==> src/rtl/mem_stage_if.sv <==
// mem_stage port bundle: EX->MEM request, MEM->WB result,
// memory read response and the ID bypass bus.
interface mem_stage_if #(
  parameter int EX_TO_MEM_BUS_WD = 108,
  parameter int MEM_TO_WB_BUS_WD = 70,
  parameter int RDW_BUS_WD       = 39
);
  logic                        EX_to_MEM_Valid;
  logic [EX_TO_MEM_BUS_WD-1:0] EX_to_MEM_Bus;
  logic                        MEM_Allow_in;
  logic                        WB_Allow_in;
  logic                        MEM_to_WB_Valid;
  logic [MEM_TO_WB_BUS_WD-1:0] MEM_to_WB_Bus;
  logic [31:0]                 Read_data;
  logic                        Read_data_Valid;
  logic                        Read_data_Ready;
  logic [RDW_BUS_WD-1:0]       rdw_MEM_Bus;

  modport slave (
    input  EX_to_MEM_Valid, EX_to_MEM_Bus, WB_Allow_in,
    input  Read_data, Read_data_Valid,
    output MEM_Allow_in, MEM_to_WB_Valid, MEM_to_WB_Bus,
    output Read_data_Ready, rdw_MEM_Bus
  );

  modport master (
    output EX_to_MEM_Valid, EX_to_MEM_Bus, WB_Allow_in,
    output Read_data, Read_data_Valid,
    input  MEM_Allow_in, MEM_to_WB_Valid, MEM_to_WB_Bus,
    input  Read_data_Ready, rdw_MEM_Bus
  );
endinterface

==> src/rtl/mem_stage.sv <==
// RV32 memory stage: load response wait, byte/half extraction.
// MEM_FORWARD_LOAD_EN lets ID bypass a load once its data arrived.
module mem_stage #(
  parameter int EX_TO_MEM_BUS_WD = 108,
  parameter int MEM_TO_WB_BUS_WD = 70,
  parameter int RDW_BUS_WD       = 39
) (
  input logic       clk,
  input logic       rst,
  mem_stage_if.slave io
);

  typedef enum logic [1:0] {
    EMPTY = 2'd0,
    WAIT  = 2'd1,
    DONE  = 2'd2
  } state_t;

  state_t      r_state;
  state_t      w_next;
  logic        r_valid;
  logic        r_rdy;
  logic [31:0] r_res;
  logic [31:0] r_pc;
  logic [31:0] r_rdata;
  logic [2:0]  r_f3;
  logic        r_load;
  logic        r_wen;
  logic [4:0]  r_waddr;

  logic        w_allow;
  logic        w_accept;
  logic        w_in_load;
  logic [31:0] w_sh;
  logic [31:0] w_ld;
  logic [31:0] w_value;
  logic        w_vrdy;
  logic        w_unused;

  assign w_in_load = io.EX_to_MEM_Bus[40];
  assign w_allow   = (r_state == EMPTY) |
                     ((r_state == DONE) & io.WB_Allow_in);
  assign w_accept  = io.EX_to_MEM_Valid & w_allow;

  // store data and write-enable belong to EX; only parity-sunk here
  assign w_unused = ^{io.EX_to_MEM_Bus[107:76],
                      io.EX_to_MEM_Bus[39:38]};

  always_comb begin
    w_next = r_state;
    unique case (r_state)
      EMPTY:
        if (w_accept) w_next = w_in_load ? WAIT : DONE;
      WAIT:
        if (io.Read_data_Valid) w_next = DONE;
      DONE:
        if (io.WB_Allow_in)
          w_next = !w_accept ? EMPTY :
                   w_in_load ? WAIT  : DONE;
      default: w_next = EMPTY;
    endcase
  end

  always_ff @(posedge clk) begin
    if (rst) begin
      r_state <= EMPTY;
      r_valid <= 1'b0;
      r_rdy   <= 1'b0;
    end else begin
      r_state <= w_next;
      r_valid <= (w_next == DONE);
      r_rdy   <= (w_next == WAIT);
    end
  end

  always_ff @(posedge clk) begin
    if (w_accept) begin
      r_res   <= io.EX_to_MEM_Bus[75:44];
      r_f3    <= io.EX_to_MEM_Bus[43:41];
      r_load  <= io.EX_to_MEM_Bus[40];
      r_wen   <= io.EX_to_MEM_Bus[37];
      r_waddr <= io.EX_to_MEM_Bus[36:32];
      r_pc    <= io.EX_to_MEM_Bus[31:0];
    end
    if ((r_state == WAIT) & io.Read_data_Valid)
      r_rdata <= io.Read_data;
  end

  assign w_sh = r_rdata >> {r_res[1:0], 3'b000};

  always_comb begin
    w_ld = w_sh;
    unique case (r_f3)
      3'b000:  w_ld = {{24{w_sh[7]}}, w_sh[7:0]};
      3'b001:  w_ld = {{16{w_sh[15]}}, w_sh[15:0]};
      3'b100:  w_ld = {24'd0, w_sh[7:0]};
      3'b101:  w_ld = {16'd0, w_sh[15:0]};
      default: w_ld = w_sh;
    endcase
  end

  assign w_value = r_load ? w_ld : r_res;

`ifdef MEM_FORWARD_LOAD_EN
  assign w_vrdy = ~r_load | r_valid;
`else
  assign w_vrdy = ~r_load;
`endif

  assign io.MEM_Allow_in    = w_allow;
  assign io.MEM_to_WB_Valid = r_valid;
  assign io.Read_data_Ready = r_rdy;
  assign io.MEM_to_WB_Bus   = {r_wen, r_waddr, w_value, r_pc};
  assign io.rdw_MEM_Bus     = {w_vrdy,
                               r_wen & (r_state != EMPTY),
                               r_waddr, w_value};

endmodule

==> src/flat_wrapper.sv <==
// flat-port wrapper written by rule: the top's interface ports become plain ports
module mem_stage_flat 
#(
  parameter int EX_TO_MEM_BUS_WD = 108,
  parameter int MEM_TO_WB_BUS_WD = 70,
  parameter int RDW_BUS_WD       = 39
)
  (clk, rst, io_EX_to_MEM_Valid, io_EX_to_MEM_Bus, io_WB_Allow_in, io_Read_data, io_Read_data_Valid, io_MEM_Allow_in, io_MEM_to_WB_Valid, io_MEM_to_WB_Bus, io_Read_data_Ready, io_rdw_MEM_Bus);
  mem_stage_if #(.EX_TO_MEM_BUS_WD(EX_TO_MEM_BUS_WD), .MEM_TO_WB_BUS_WD(MEM_TO_WB_BUS_WD), .RDW_BUS_WD(RDW_BUS_WD)) io_i ();
  input logic clk;
  input logic rst;
  input wire logic [$bits(io_i.EX_to_MEM_Valid)-1:0] io_EX_to_MEM_Valid;
  input wire logic [$bits(io_i.EX_to_MEM_Bus)-1:0] io_EX_to_MEM_Bus;
  input wire logic [$bits(io_i.WB_Allow_in)-1:0] io_WB_Allow_in;
  input wire logic [$bits(io_i.Read_data)-1:0] io_Read_data;
  input wire logic [$bits(io_i.Read_data_Valid)-1:0] io_Read_data_Valid;
  output wire logic [$bits(io_i.MEM_Allow_in)-1:0] io_MEM_Allow_in;
  output wire logic [$bits(io_i.MEM_to_WB_Valid)-1:0] io_MEM_to_WB_Valid;
  output wire logic [$bits(io_i.MEM_to_WB_Bus)-1:0] io_MEM_to_WB_Bus;
  output wire logic [$bits(io_i.Read_data_Ready)-1:0] io_Read_data_Ready;
  output wire logic [$bits(io_i.rdw_MEM_Bus)-1:0] io_rdw_MEM_Bus;
  assign io_i.EX_to_MEM_Valid = io_EX_to_MEM_Valid;
  assign io_i.EX_to_MEM_Bus = io_EX_to_MEM_Bus;
  assign io_i.WB_Allow_in = io_WB_Allow_in;
  assign io_i.Read_data = io_Read_data;
  assign io_i.Read_data_Valid = io_Read_data_Valid;
  assign io_MEM_Allow_in = io_i.MEM_Allow_in;
  assign io_MEM_to_WB_Valid = io_i.MEM_to_WB_Valid;
  assign io_MEM_to_WB_Bus = io_i.MEM_to_WB_Bus;
  assign io_Read_data_Ready = io_i.Read_data_Ready;
  assign io_rdw_MEM_Bus = io_i.rdw_MEM_Bus;
  mem_stage #(.EX_TO_MEM_BUS_WD(EX_TO_MEM_BUS_WD), .MEM_TO_WB_BUS_WD(MEM_TO_WB_BUS_WD), .RDW_BUS_WD(RDW_BUS_WD)) u_core (.clk(clk), .rst(rst), .io(io_i));
endmodule
==> config.mk <==
export PLATFORM = sky130hd
export DESIGN_NAME = mem_stage_flat
export DESIGN_NICKNAME = d
export VERILOG_FILES = /design/src/rtl/mem_stage_if.sv /design/src/rtl/mem_stage.sv /design/src/flat_wrapper.sv
export SDC_FILE = /design/constraint.sdc
export NUM_CORES = 1
export LEC_CHECK = 0
export ABC_AREA = 1
export BUFFER_PORTS_ARGS = -buffer_cell sky130_fd_sc_hd__buf_2
export CAP_MARGIN = 20
export CORE_MARGIN = 10
export CORE_UTILIZATION = 40
export DETAILED_ROUTE_END_ITERATION = 7
export GPL_TIMING_DRIVEN = 0
export PLACE_DENSITY_LB_ADDON = 0.05
export SYNTH_ARGS = -nofsm -noshare
export SYNTH_HDL_FRONTEND = slang
export SYNTH_SLANG_ARGS = --single-unit
==> constraint.sdc <==
create_clock -name clk -period 9.25 [get_ports clk]
set_input_delay 0.4625 -clock clk [delete_from_list [all_inputs] [get_ports clk]]
set_output_delay 0.4625 -clock clk [all_outputs]
set_load 0.05 [all_outputs]
Word level (Yosys, flattened, before mapping) --
Cells that the tools add are included.
Word-level totals: bits in registers 110, input bits 145
Operators by class: equality and inequality tests 7, shift-type cells 1, muxes and demuxes 8, bitwise operators 6, reduce and logical (&&, ||, !) cells 3
Operator list (number):
- 32-bit one-hot mux with 4 select lines | 1
- 32-bit two-way mux | 1
- 32-bit by 5-bit right shift with 32-bit output | 1
- 2-bit two-way mux | 5
- 3-bit equality test (second input constant) | 2
- 2-bit one-hot mux with 3 select lines | 1
- 1-bit bitwise AND | 4
- 2-bit by 1-bit equality test with 1-bit output (second input constant) | 2
- 2-bit equality test (second input constant) | 2
- 3-bit by 1-bit equality test with 1-bit output (second input constant) | 1
- 3-bit logical NOT | 1
- 2-bit logical NOT | 1
- 2-bit nonzero test | 1
- 1-bit inverter | 1
- 1-bit OR | 1

Depth between registers and ports, before layout --
Gate-level depths: netlist of the first run.
word-level depth 8, depth in mapped cells 9, depth with buffers taken out 8

Least setup slack after synthesis of the first run --
Ideal clock, no wire load.
path kind in2reg, start point input io_WB_Allow_in, end point register u_core.r_valid, in the netlist u_core.io.MEM_to_WB_Valid, library setup time 86 ps, arrival 6580 ps, slack 2584 ps, stages 4, buffers on the path 0, cells stage by stage nor2_1 -> nor3b_1 -> nand2_1 -> a21oi_1
Between the ends: word-level cells in the longest chain between the ends 7
RTL lines:
- start, declared | line flat_wrapper.sv:14 | input wire logic [$bits(io_i.WB_Allow_in)-1:0] io_WB_Allow_in;
- 1-bit bitwise AND | line mem_stage.sv:42 | ((r_state == DONE) & io.WB_Allow_in);
- 1-bit OR | line mem_stage.sv:41 | assign w_allow = (r_state == EMPTY) |
- 1-bit bitwise AND | line mem_stage.sv:43 | assign w_accept = io.EX_to_MEM_Valid & w_allow;
- 2-bit two-way mux | line mem_stage.sv:58 | w_next = !w_accept ? EMPTY :
- 2-bit two-way mux | line mem_stage.sv:57 | if (io.WB_Allow_in)
- 2-bit one-hot mux with 3 select lines (*) | line mem_stage.sv:51 | unique case (r_state)
- 2-bit equality test (*) | line mem_stage.sv:71 | r_valid <= (w_next == DONE);
- end signal, assigned | line mem_stage.sv:71
- end, declared | line mem_stage.sv:21 | logic r_valid;
Every way passes the cells marked *; elsewhere a longest branch is shown, timed or not. A chain may end at the register's enable or synchronous reset.

Final worst setup path of the first run --
start point register u_core.r_load, end point output io_rdw_MEM_Bus[1]
Between the ends: word-level cells in the longest chain between the ends 1
RTL lines:
- start, declared | line mem_stage.sv:27 | logic r_load;
- start signal, assigned | line mem_stage.sv:80 | r_load <= io.EX_to_MEM_Bus[40];
- 32-bit two-way mux | line mem_stage.sv:102 | assign w_value = r_load ? w_ld : r_res;
- end, declared | line flat_wrapper.sv:21 | output wire logic [$bits(io_i.rdw_MEM_Bus)-1:0] io_rdw_MEM_Bus;
No other way between the ends.

==> metrics.md, run 1 <==
| Metric | Value |
|---|---|
| Final Util | 0.560 |
| Clock-pin slew on the worst setup and hold paths | 70 ps |
| CTS buffer count | 9 |
| Clk_lat worst skew | 350 ps |
| WL/cell | about 16 um |
| Routed via count | between 3000 and 4000 |
| Initial antenna violation count | 3 |
| Largest net degree at the start of global routing | 23 |
| R2R setup slack | 7220 ps |
| Layout cells sized above 1 | 0.486 |
| Avg Inst Size Synth | 11.7 sq um |
| Clock sink total | 110 |
| Clk root buf | clkbuf_16 |
| Post-synthesis sequential area ratio | 0.682 |
| H-Tree Depth | 3 |
| First-pass GRT wire length | 19900 um |
| Post-layout worst setup margin | 6590 ps |
| Min-delay worst type | primary input to flop |
| Tcrit/Tclk final | 0.287 |
| Setup TNS | 0 ps |
| Vias in the first global route | 4012 |
| Switch share | 0.329 |
| Status | complete, no violations |
| Post-CTS resize count | 0 |
| Initial Utilization | 0.414 |
| Post-synthesis net count | 554 |
| Global-route usage over all layers | 0.155 |
| Pleak | 3.01 nW |
| Power Dens Cells | around 200 nW/um^2 |
| Area growth, synth to finish | 35.3% |
| Iteration-0 DRC Markers | approximately 190 |
| Clock skew | 5.47 ps |
| Min Hold Slack | approximately 280 ps |
| Max clock buf depth | 2 |
| Place WS | 6970 ps |
| Sequential power share | 0.446 |
| CTS tree | yes |
| Row Count | 39 |
| CP Capture Type | primary output |
| Mapped Cells | ~410 |
| Yosys reg bits | 110 |
| Slew Viols, Final | 0 |
| RSZ-0062 raised after global routing | false |
| Core box area | 11600 sq um |
| IO buf count | around 220 |
| DRC viols | 0 |
| Final worst path period need | 2660 ps |
| P_int | 0.883 mW |
| Global route overflow | 0 |
| Power consumption | about 1.3 mW |
| DRT Pass-1 Iters | 5 |
| Most common cell after layout, fill and taps aside | buf_2 |
| Die area | 16700 sq um |
| Syn Std Cell Area | between 4000 and 5000 sq um |
| Post-CTS Hold Buffers | 0 |
| Die H | 129 um |
| Placed instance count | 782 |
| Post-CTS Repair Setup Buffers | 0 |
| Slew @ Worst Pin | 633 ps |
| Slew margin rel. | 0.578 |
| Clock Power Share | 0.281 |
| Total of max-cap violations | 0 |
| Vias per cell | 4.66 |
| Sw power | 0.432 mW |
| Peak VDD IR | approximately 140 uV |
| Post-place instance area | 6190 sq um |
| Design Area, Final | approximately 6500 sq um |
| Post-DRT Antenna Nets | 0 |
| Post-synth cell types | 24 |
| CP Class | flop to primary output |
| Die X | 129 um |
| # setup viols final | 0 |
| Non-filler instance count after layout | 799 |
| Most frequent cells in the layout | buf_2 (227), edfxtp_1 (106), nand2_1 (70), buf_4 (44) |
| Combinational fraction of design power | 0.272 |
| RD Place Congestion | about 0.75 |
| Final hold vios | 0 |
| Hpwl dp | around 11000 um |
| Synth warn | 0 |
| Fill count | 1045 |
| I/O pins | 257 |
| Post-Route WL | 13200 um |
| Critical-path maximum fanout | 10 |
| CP required | 8790 ps |
| WP data arrival | 2190 ps |
| Crit start category | flop |
| Nets@finish | ~800 |
| Fmax | about 380 MHz |
## state kept, by name, indices dropped and copies added, names as in the netlist
signal	flops
u_core.r_pc	32
u_core.r_rdata	32
u_core.r_res	32
u_core.r_waddr	5
u_core.r_f3	3
u_core.r_state	2
u_core.io.MEM_to_WB_Valid	1
u_core.io.Read_data_Ready	1
u_core.r_load	1
u_core.r_wen	1
## power groups by stage
stage / clock network (mW) / registers (mW) / logic, mW
floorplan: 0 / 0.643 / 0.221
global placement: 0 / 0.604 / 0.352
detailed placement: 0 / 0.598 / 0.362
CTS: 0.379 / 0.587 / 0.362
global route: 0.403 / 0.590 / 0.381
finish: 0.370 / 0.587 / 0.358
## synthesized netlist by cell type
cell type	n	area (sq um)
nor2_1	31	116
nor3b_1	1	7.51
a21oi_1	26	130
dfxtp_1	4	80.1
nand2_1	70	263
buf_4	44	330
a22oi_1	5	37.5
nor3_1	1	5.00
o21ai_0	8	40.0
edfxtp_1	106	3180
or2_2	17	106
o211ai_1	8	60.1
nor2_2	1	6.26
nand3_2	2	20.0
o21bai_1	1	7.51
buf_2	5	25.0
nor2_4	1	11.3
o21ai_1	6	30.0
clkbuf_1	4	15.0
nand3_1	31	155
buf_6	2	22.5
o21a_1	1	7.51
inv_1	31	116
inv_2	3	11.3
## worst max-delay path, stage by stage, from the launching register on
cell	delay (ps)
edfxtp_1	420
inv_2	150
clkbuf_1	510
o21ai_0	230
o21ai_1	150
buf_4	130
buf_2	250
## routing by layer
metal / share of wire / vias to the layer above / track usage
li1: - / 1846 / -
met1: 0.37 / 1710 / 0.165
met5: 0.00099 / - / 0
met4: 0.015 / 2 / 0.0569
met3: 0.12 / 17 / 0.0693
met2: 0.50 / 149 / 0.267
## worst paths after layout
check / start / end / cells after the start
max: u_core.r_load$_DFFE_PN_ / io_rdw_MEM_Bus[1] / 6
min: io_Read_data[15] / u_core.r_rdata[15]$_DFFE_PP_ / 1
max reg2reg: u_core.r_state[1]$_SDFF_PP0_ / u_core.r_res[29]$_DFFE_PN_ / 7
min reg2reg: u_core.r_state[0]$_SDFF_PP0_ / u_core.io.Read_data_Ready$_SDFF_PP0_ / 3
## area by class of cell
class | count | area (sq um) | share of cell area
tap | 143 | 179 | 0.0276
clock inverter | 6 | 53.8 | 0.00831
inverter | 34 | 128 | 0.0197
buffer | 55 | 393 | 0.0607
sequential | 110 | 3260 | 0.504
timing repair buffer | 230 | 1220 | 0.189
antenna | 2 | 5.00 | 0.000773
multi-input combinational | 210 | 1010 | 0.156
clock buffer | 9 | 225 | 0.0348
## cells by family after synthesis
family | after synthesis | synth area share
AO/OA/AOI/OAI | 55 | 0.0653
buffers and inverters | 89 | 0.109
flip-flops | 110 | 0.682
AND/OR/NAND/NOR | 155 | 0.144
(Power assumes the default switching activity.)
==> inputs of run 2 (changes only) <==
Clock period 9.25 ns to 2.22 ns, I/O delays scaled along.
==> metrics.md, run 2 (same netlist as run 1, synthesis figures left out) <==
| Metric | Value |
|---|---|
| R2R setup slack | 310 ps (was 7220 ps) |
| Power Dens Cells | 755 nW/um^2 (was 203 nW/um^2) |
| CTS buffer count | 9 (unchanged) |
| DRT Pass-1 Iters | 4 (was 5) |
| WL/cell | 16.5 um (about the same) |
| Final hold vios | 0 (unchanged) |
| Clock-pin slew on the worst setup and hold paths | 80 ps (was 70 ps) |
| Slew margin rel. | 0.594 (was 0.578) |
| Combinational fraction of design power | 0.293 (was 0.272) |
| Area growth, synth to finish | 61.6% (was 35.3%) |
| Critical-path cell list | buf_4 > buf_6 > nor2_1 > o211ai_1 > a21oi_2 > buf_4 > clkbuf_4 (was inv_2 > clkbuf_1 > o21ai_0 > o21ai_1 > buf_4 > buf_2) |
| CP Capture Type | primary output (unchanged) |
| Routed via count | 4108 (was 3724) |
| Min-delay worst type | primary input to flop (unchanged) |
| Die area | 16700 sq um (unchanged) |
| Row Count | 39 (unchanged) |
| Setup TNS | 0 ps (unchanged) |
| Peak VDD IR | 673 uV (was 136 uV) |
| Switch share | 0.334 (was 0.329) |
| Largest net degree at the start of global routing | 22 (was 23) |
| Worst path max stage delay | 460 ps (was 510 ps) |
| Global route overflow | 0 (unchanged) |
| Iteration-0 DRC Markers | 191 (was 193) |
| WP data arrival | 2000 ps (was 2190 ps) |
| Global-route usage over all layers | 0.174 (was 0.155) |
| IO buf count | 222 (unchanged) |
| CP required | 2110 ps (was 8790 ps) |
| Power consumption | 5.84 mW (was 1.32 mW) |
| Top Registers | u_core.r_pc x32, u_core.r_rdata x32, u_core.r_res x32 (unchanged) |
| # setup viols final | 0 (unchanged) |
| DRC viols | 0 (unchanged) |
| I/O pins | 257 (unchanged) |
| Clk_lat worst skew | 360 ps (was 350 ps) |
| Sequential power share | 0.419 (was 0.446) |
| Post-layout worst setup margin | 108 ps (was 6590 ps) |
| CP Class | flop to primary output (unchanged) |
| Clock sink total | 110 (unchanged) |
| Initial antenna violation count | 0 (was 3) |
| Slew @ Worst Pin | 608 ps (was 633 ps) |
| Layout cells sized above 1 | 0.449 (was 0.486) |
| Place WS | 283 ps (was 6970 ps) |
| CP bufs+invs | 4 (unchanged) |
| Die X | 129 um (unchanged) |
| Sw power | 1.95 mW (was 0.432 mW) |
| Crit start category | flop (unchanged) |
| Core box area | 11600 sq um (unchanged) |
| Tcrit/Tclk final | 0.951 |
| Nets@finish | 899 (was 795) |
| Most frequent cells in the layout | buf_2 (202), dlygate4sd3_1 (106), edfxtp_1 (106), nand2_1 (68), buf_4 (56) (was buf_2 (227), edfxtp_1 (106), nand2_1 (70), buf_4 (44)) |
| H-Tree Depth | 3 (unchanged) |
| Clock skew | 7.88 ps (was 5.47 ps) |
| Post-DRT Antenna Nets | 0 (unchanged) |
| Slew Viols, Final | 0 (unchanged) |
| Max clock buf depth | 2 (unchanged) |
| Slowest stage cell, crit path | edfxtp_1 (was clkbuf_1) |
| Die H | 129 um (unchanged) |
| Vias per cell | 4.55 (was 4.66) |
| Post-place instance area | 6220 sq um (was 6190 sq um) |
| Pleak | 3.52 nW (was 3.01 nW) |
| Fmax | about 470 MHz |
| Crit-path leading delay family | buffers and inverters (unchanged) |
| Critical-path maximum fanout | 10 (unchanged) |
| Final Util | 0.669 (was 0.560) |
| Design Area, Final | 7740 sq um (was 6480 sq um) |
| Clk root buf | clkbuf_16 (unchanged) |
| Clock Power Share | 0.288 (was 0.281) |
| Final worst path period need | 2110 ps |
| CTS tree | yes (unchanged) |
| RD Place Congestion | 0.811 (was 0.752) |
| Cell mode on critical path | buf_4 |
| RSZ-0062 raised after global routing | true (was false) |
| Total of max-cap violations | 0 (unchanged) |
| P_int | 3.89 mW (was 0.883 mW) |
| Fill count | 884 (was 1045) |
| Most common cell after layout, fill and taps aside | buf_2 (unchanged) |
| Status | complete, no violations (unchanged) |
| First-pass GRT wire length | 22600 um (was 19900 um) |
| Vias in the first global route | 4474 (was 4012) |
| Initial Utilization | 0.414 (unchanged) |
| N_diodes | 0 (was 2) |
| Post-Route WL | 14800 um (was 13200 um) |
| Hpwl dp | 10900 um (was 10700 um) |
run 2: path summary, 6_finish.rpt:
path / from / to / cells after the start
setup / recovery: u_core.r_res[0]$_DFFE_PN_ / io_rdw_MEM_Bus[11] / 7
hold / removal: io_Read_data_Valid / u_core.io.Read_data_Ready$_SDFF_PP0_ / 3
setup reg to reg: u_core.r_state[1]$_SDFF_PP0_ / u_core.r_res[21]$_DFFE_PN_ / 6
hold reg to reg: u_core.r_state[1]$_SDFF_PP0_ / u_core.io.MEM_to_WB_Valid$_SDFF_PP0_ / 4
run 2: repair_timing:
| item | in CTS | in global routing |
|---|---|---|
| gates resized for setup | 18 | 33 |
| setup buffers | 0 | 1 |
| endpoints found under the setup margin | 27 | 56 |
| hold endpoints to repair | 106 | 0 |
| hold buffers | 106 | 0 |
run 2: metal layers:
layer | wire length, um | global-route usage | part of all wire | vias to the layer above
li1 | - | - | - | 2052
met2 | 7880 | 0.318 | 0.53 | 143
met1 | 5430 | 0.177 | 0.37 | 1896
met5 | 0 | 0 | 0 | -
met4 | 209 | 0.0602 | 0.014 | 0
met3 | 1330 | 0.0677 | 0.089 | 17
run 2: area by class of cell:
cell class / count / area (sq um) / area share
timing repair buffer: 334 / 2350 / 0.304
clock buffer: 9 / 225 / 0.0291
buffer: 55 / 417 / 0.0538
inverter: 34 / 128 / 0.0165
sequential: 110 / 3260 / 0.422
tap: 143 / 179 / 0.0231
clock inverter: 7 / 86.3 / 0.0112
multi-input combinational: 210 / 1090 / 0.141
run 2: tightest hold or removal path: cells and delay by family:
kind            cells  cell delay (ps)
simple gates        1              110
compound gates      1               50
buf+inv             1               90
run 2: power groups by stage:
stage	Sequential, mW	Combinational (mW)	Clock [mW]
after floorplan	2.67	0.932	0
after global placement	2.50	1.48	0
after detailed placement	2.50	1.52	0
after CTS	2.45	1.69	1.74
after global routing	2.46	1.81	1.78
final	2.45	1.71	1.68
run 2: through the flow:
step,hold slack (ps),instances
floorplan,210,409
finish,49.6,902
global placement,287,774
detailed placement,289,779
CTS,33.8,901
global route,63.3,902
==> inputs of run 3 (changes only) <==
Settings changed: REMOVE_ABC_BUFFERS set to 1, SKIP_CTS_REPAIR_TIMING set to 1.
==> metrics.md, run 3 (same netlist as run 1, synthesis figures left out) <==
| Metric | Value |
|---|---|
| Final Util | 0.658 (was 0.669) |
| Clock skew | 8.09 ps (was 7.88 ps) |
| First-pass GRT wire length | 19600 um (was 22600 um) |
| Placed instance count | 726 (was 779) |
| Clock sink total | 110 (unchanged) |
| Clock Power Share | 0.311 (was 0.288) |
| Iteration-0 DRC Markers | 252 (was 191) |
| CTS buffer count | 9 (unchanged) |
| DRC viols | 0 (unchanged) |
| Routed via count | 4098 (was 4108) |
| Post-place instance area | 5780 sq um (was 6220 sq um) |
| Min-delay worst type | primary input to flop (unchanged) |
| Layout cells sized above 1 | 0.419 (was 0.449) |
| Clk_lat worst skew | 350 ps (was 360 ps) |
| WL/cell | 17.5 um (was 16.5 um) |
| Post-Route WL | 15300 um (was 14800 um) |
| Largest net degree at the start of global routing | 33 (was 22) |
| R2R setup slack | 290 ps (was 310 ps) |
| Initial Utilization | 0.414 (unchanged) |
| Non-filler instance count after layout | 872 (was 902) |
| H-Tree Depth | 3 (unchanged) |
| Most common cell after layout, fill and taps aside | buf_2 (unchanged) |
| Clk root buf | clkbuf_16 (unchanged) |
| RSZ-0062 raised after global routing | true (unchanged) |
| Core box area | 11600 sq um (unchanged) |
| Vias per cell | 4.70 (was 4.55) |
| Post-DRT Antenna Nets | 0 (unchanged) |
| Most frequent cells in the layout | buf_2 (196), dlygate4sd3_1 (106), edfxtp_1 (106), nand2_1 (67) (was buf_2 (202), dlygate4sd3_1 (106), edfxtp_1 (106), nand2_1 (68), buf_4 (56)) |
| CP required | 2110 ps (about the same) |
| Final hold vios | 0 (unchanged) |
| CTS tree | yes (unchanged) |
| # setup viols final | 0 (unchanged) |
| Die area | 16700 sq um (unchanged) |
| CP Capture Type | primary output (unchanged) |
| Die X | 129 um (unchanged) |
| Worst R2R Path Depth | 6 (unchanged) |
| Status | complete, no violations (unchanged) |
| Final worst path period need | 2200 ps (was 2110 ps) |
| Worst Hold Depth | 3 (unchanged) |
| Total of max-cap violations | 0 (unchanged) |
| Peak VDD IR | 736 uV (was 673 uV) |
| Die H | 129 um (unchanged) |
| Combinational fraction of design power | 0.275 (was 0.293) |
| Switch share | 0.321 (was 0.334) |
| Critical-path maximum fanout | 26 (was 10) |
| Global-route usage over all layers | 0.153 (was 0.174) |
| Sequential power share | 0.414 (was 0.419) |
| Fmax | 455 MHz (was 474 MHz) |
| Max clock buf depth | 2 (unchanged) |
| Area growth, synth to finish | 58.9% (was 61.6%) |
| RD Place Congestion | 0.841 (was 0.811) |
| Slew Viols, Final | 0 (unchanged) |
| Crit start category | flop (unchanged) |
| Vias in the first global route | 3887 (was 4474) |
| Design Area, Final | 7610 sq um (was 7740 sq um) |
| Sw power | 1.90 mW (was 1.95 mW) |
| Hpwl dp | 10200 um (was 10900 um) |
| Tcrit/Tclk final | 0.991 (was 0.951) |
| Slew margin rel. | 0.609 (was 0.594) |
| CP Class | flop to primary output (unchanged) |
| Power Dens Cells | 779 nW/um^2 (was 755 nW/um^2) |
| WP data arrival | 2090 ps (was 2000 ps) |
| P_int | 4.03 mW (was 3.89 mW) |
| Top Registers | u_core.r_pc x32, u_core.r_rdata x32, u_core.r_res x32 (unchanged) |
| Initial antenna violation count | 1 (was 0) |
| I/O pins | 257 (unchanged) |
| Clock-pin slew on the worst setup and hold paths | 70 ps (was 80 ps) |
| Row Count | 39 (unchanged) |
| Pleak | 3.37 nW (was 3.52 nW) |
| DRT Pass-1 Iters | 4 (unchanged) |
| IO buf count | 222 (unchanged) |
| Slew @ Worst Pin | 586 ps (was 608 ps) |
| Global route overflow | 0 (unchanged) |
| Nets@finish | 868 (was 899) |
==> run 3: power groups by stage <==
stage / sequential [mW] / combinational (mW) / clock [mW]
detailed placement: 2.52 / 1.36 / 0
global placement: 2.54 / 1.33 / 0
CTS: 2.47 / 1.36 / 1.89
finish: 2.45 / 1.63 / 1.84
global route: 2.47 / 1.73 / 1.97
floorplan: 2.72 / 0.753 / 0
==> run 3: layout make-up <==
cell class                      count  area [sq um]
Antenna cell                        1          2.50
Clock buffer                       10           229
Clock inverter                      6           116
Fill cell                         900          3960
Inverter                           34           138
Multi-Input combinational cell    214          1180
Sequential cell                   110          3260
Tap cell                          143           179
Timing Repair Buffer              353          2500
Timing Repair inverter              1          5.00
==> run 3: path summary, 6_finish.rpt <==
path,startpoint,end
worst min register to register,u_core.r_state[0]$_SDFF_PP0_,u_core.r_state[0]$_SDFF_PP0_
worst min-delay path,io_Read_data_Valid,u_core.r_state[0]$_SDFF_PP0_
worst max register to register,u_core.r_state[1]$_SDFF_PP0_,u_core.r_pc[13]$_DFFE_PN_
worst max-delay path,u_core.r_load$_DFFE_PN_,io_MEM_to_WB_Bus[42]
==> run 3: critical path, stage by stage (launching register included) <==
cell	delay, ps
edfxtp_1	570
inv_6	270
nor2_4	70
buf_12	150
nand3_1	70
o211ai_1	130
a21oi_2	210
clkbuf_4	260
==> run 3: metal layers <==
layer / part of all wire / GRT usage / up-vias
li1: - / - / 2004
met1: 0.38 / 0.163 / 1920
met2: 0.52 / 0.268 / 159
met3: 0.085 / 0.0677 / 15
met4: 0.013 / 0.0468 / 0
met5: 0 / 0 / -
==> run 3: metrics by stage <==
step                      setup slack [ps]  hold WS (ps)  total power [mW]  setup TNS, ps
after global routing                 -91.4          55.0              6.16          -1320
after detailed placement              -744           289              3.87         -38140
final                                 19.9          54.4              5.93              0
after global placement               -7350           288              3.87        -592020
after floorplan                      -4370           210              3.47        -368090
after CTS                            -1150         -84.2              5.72         -64440
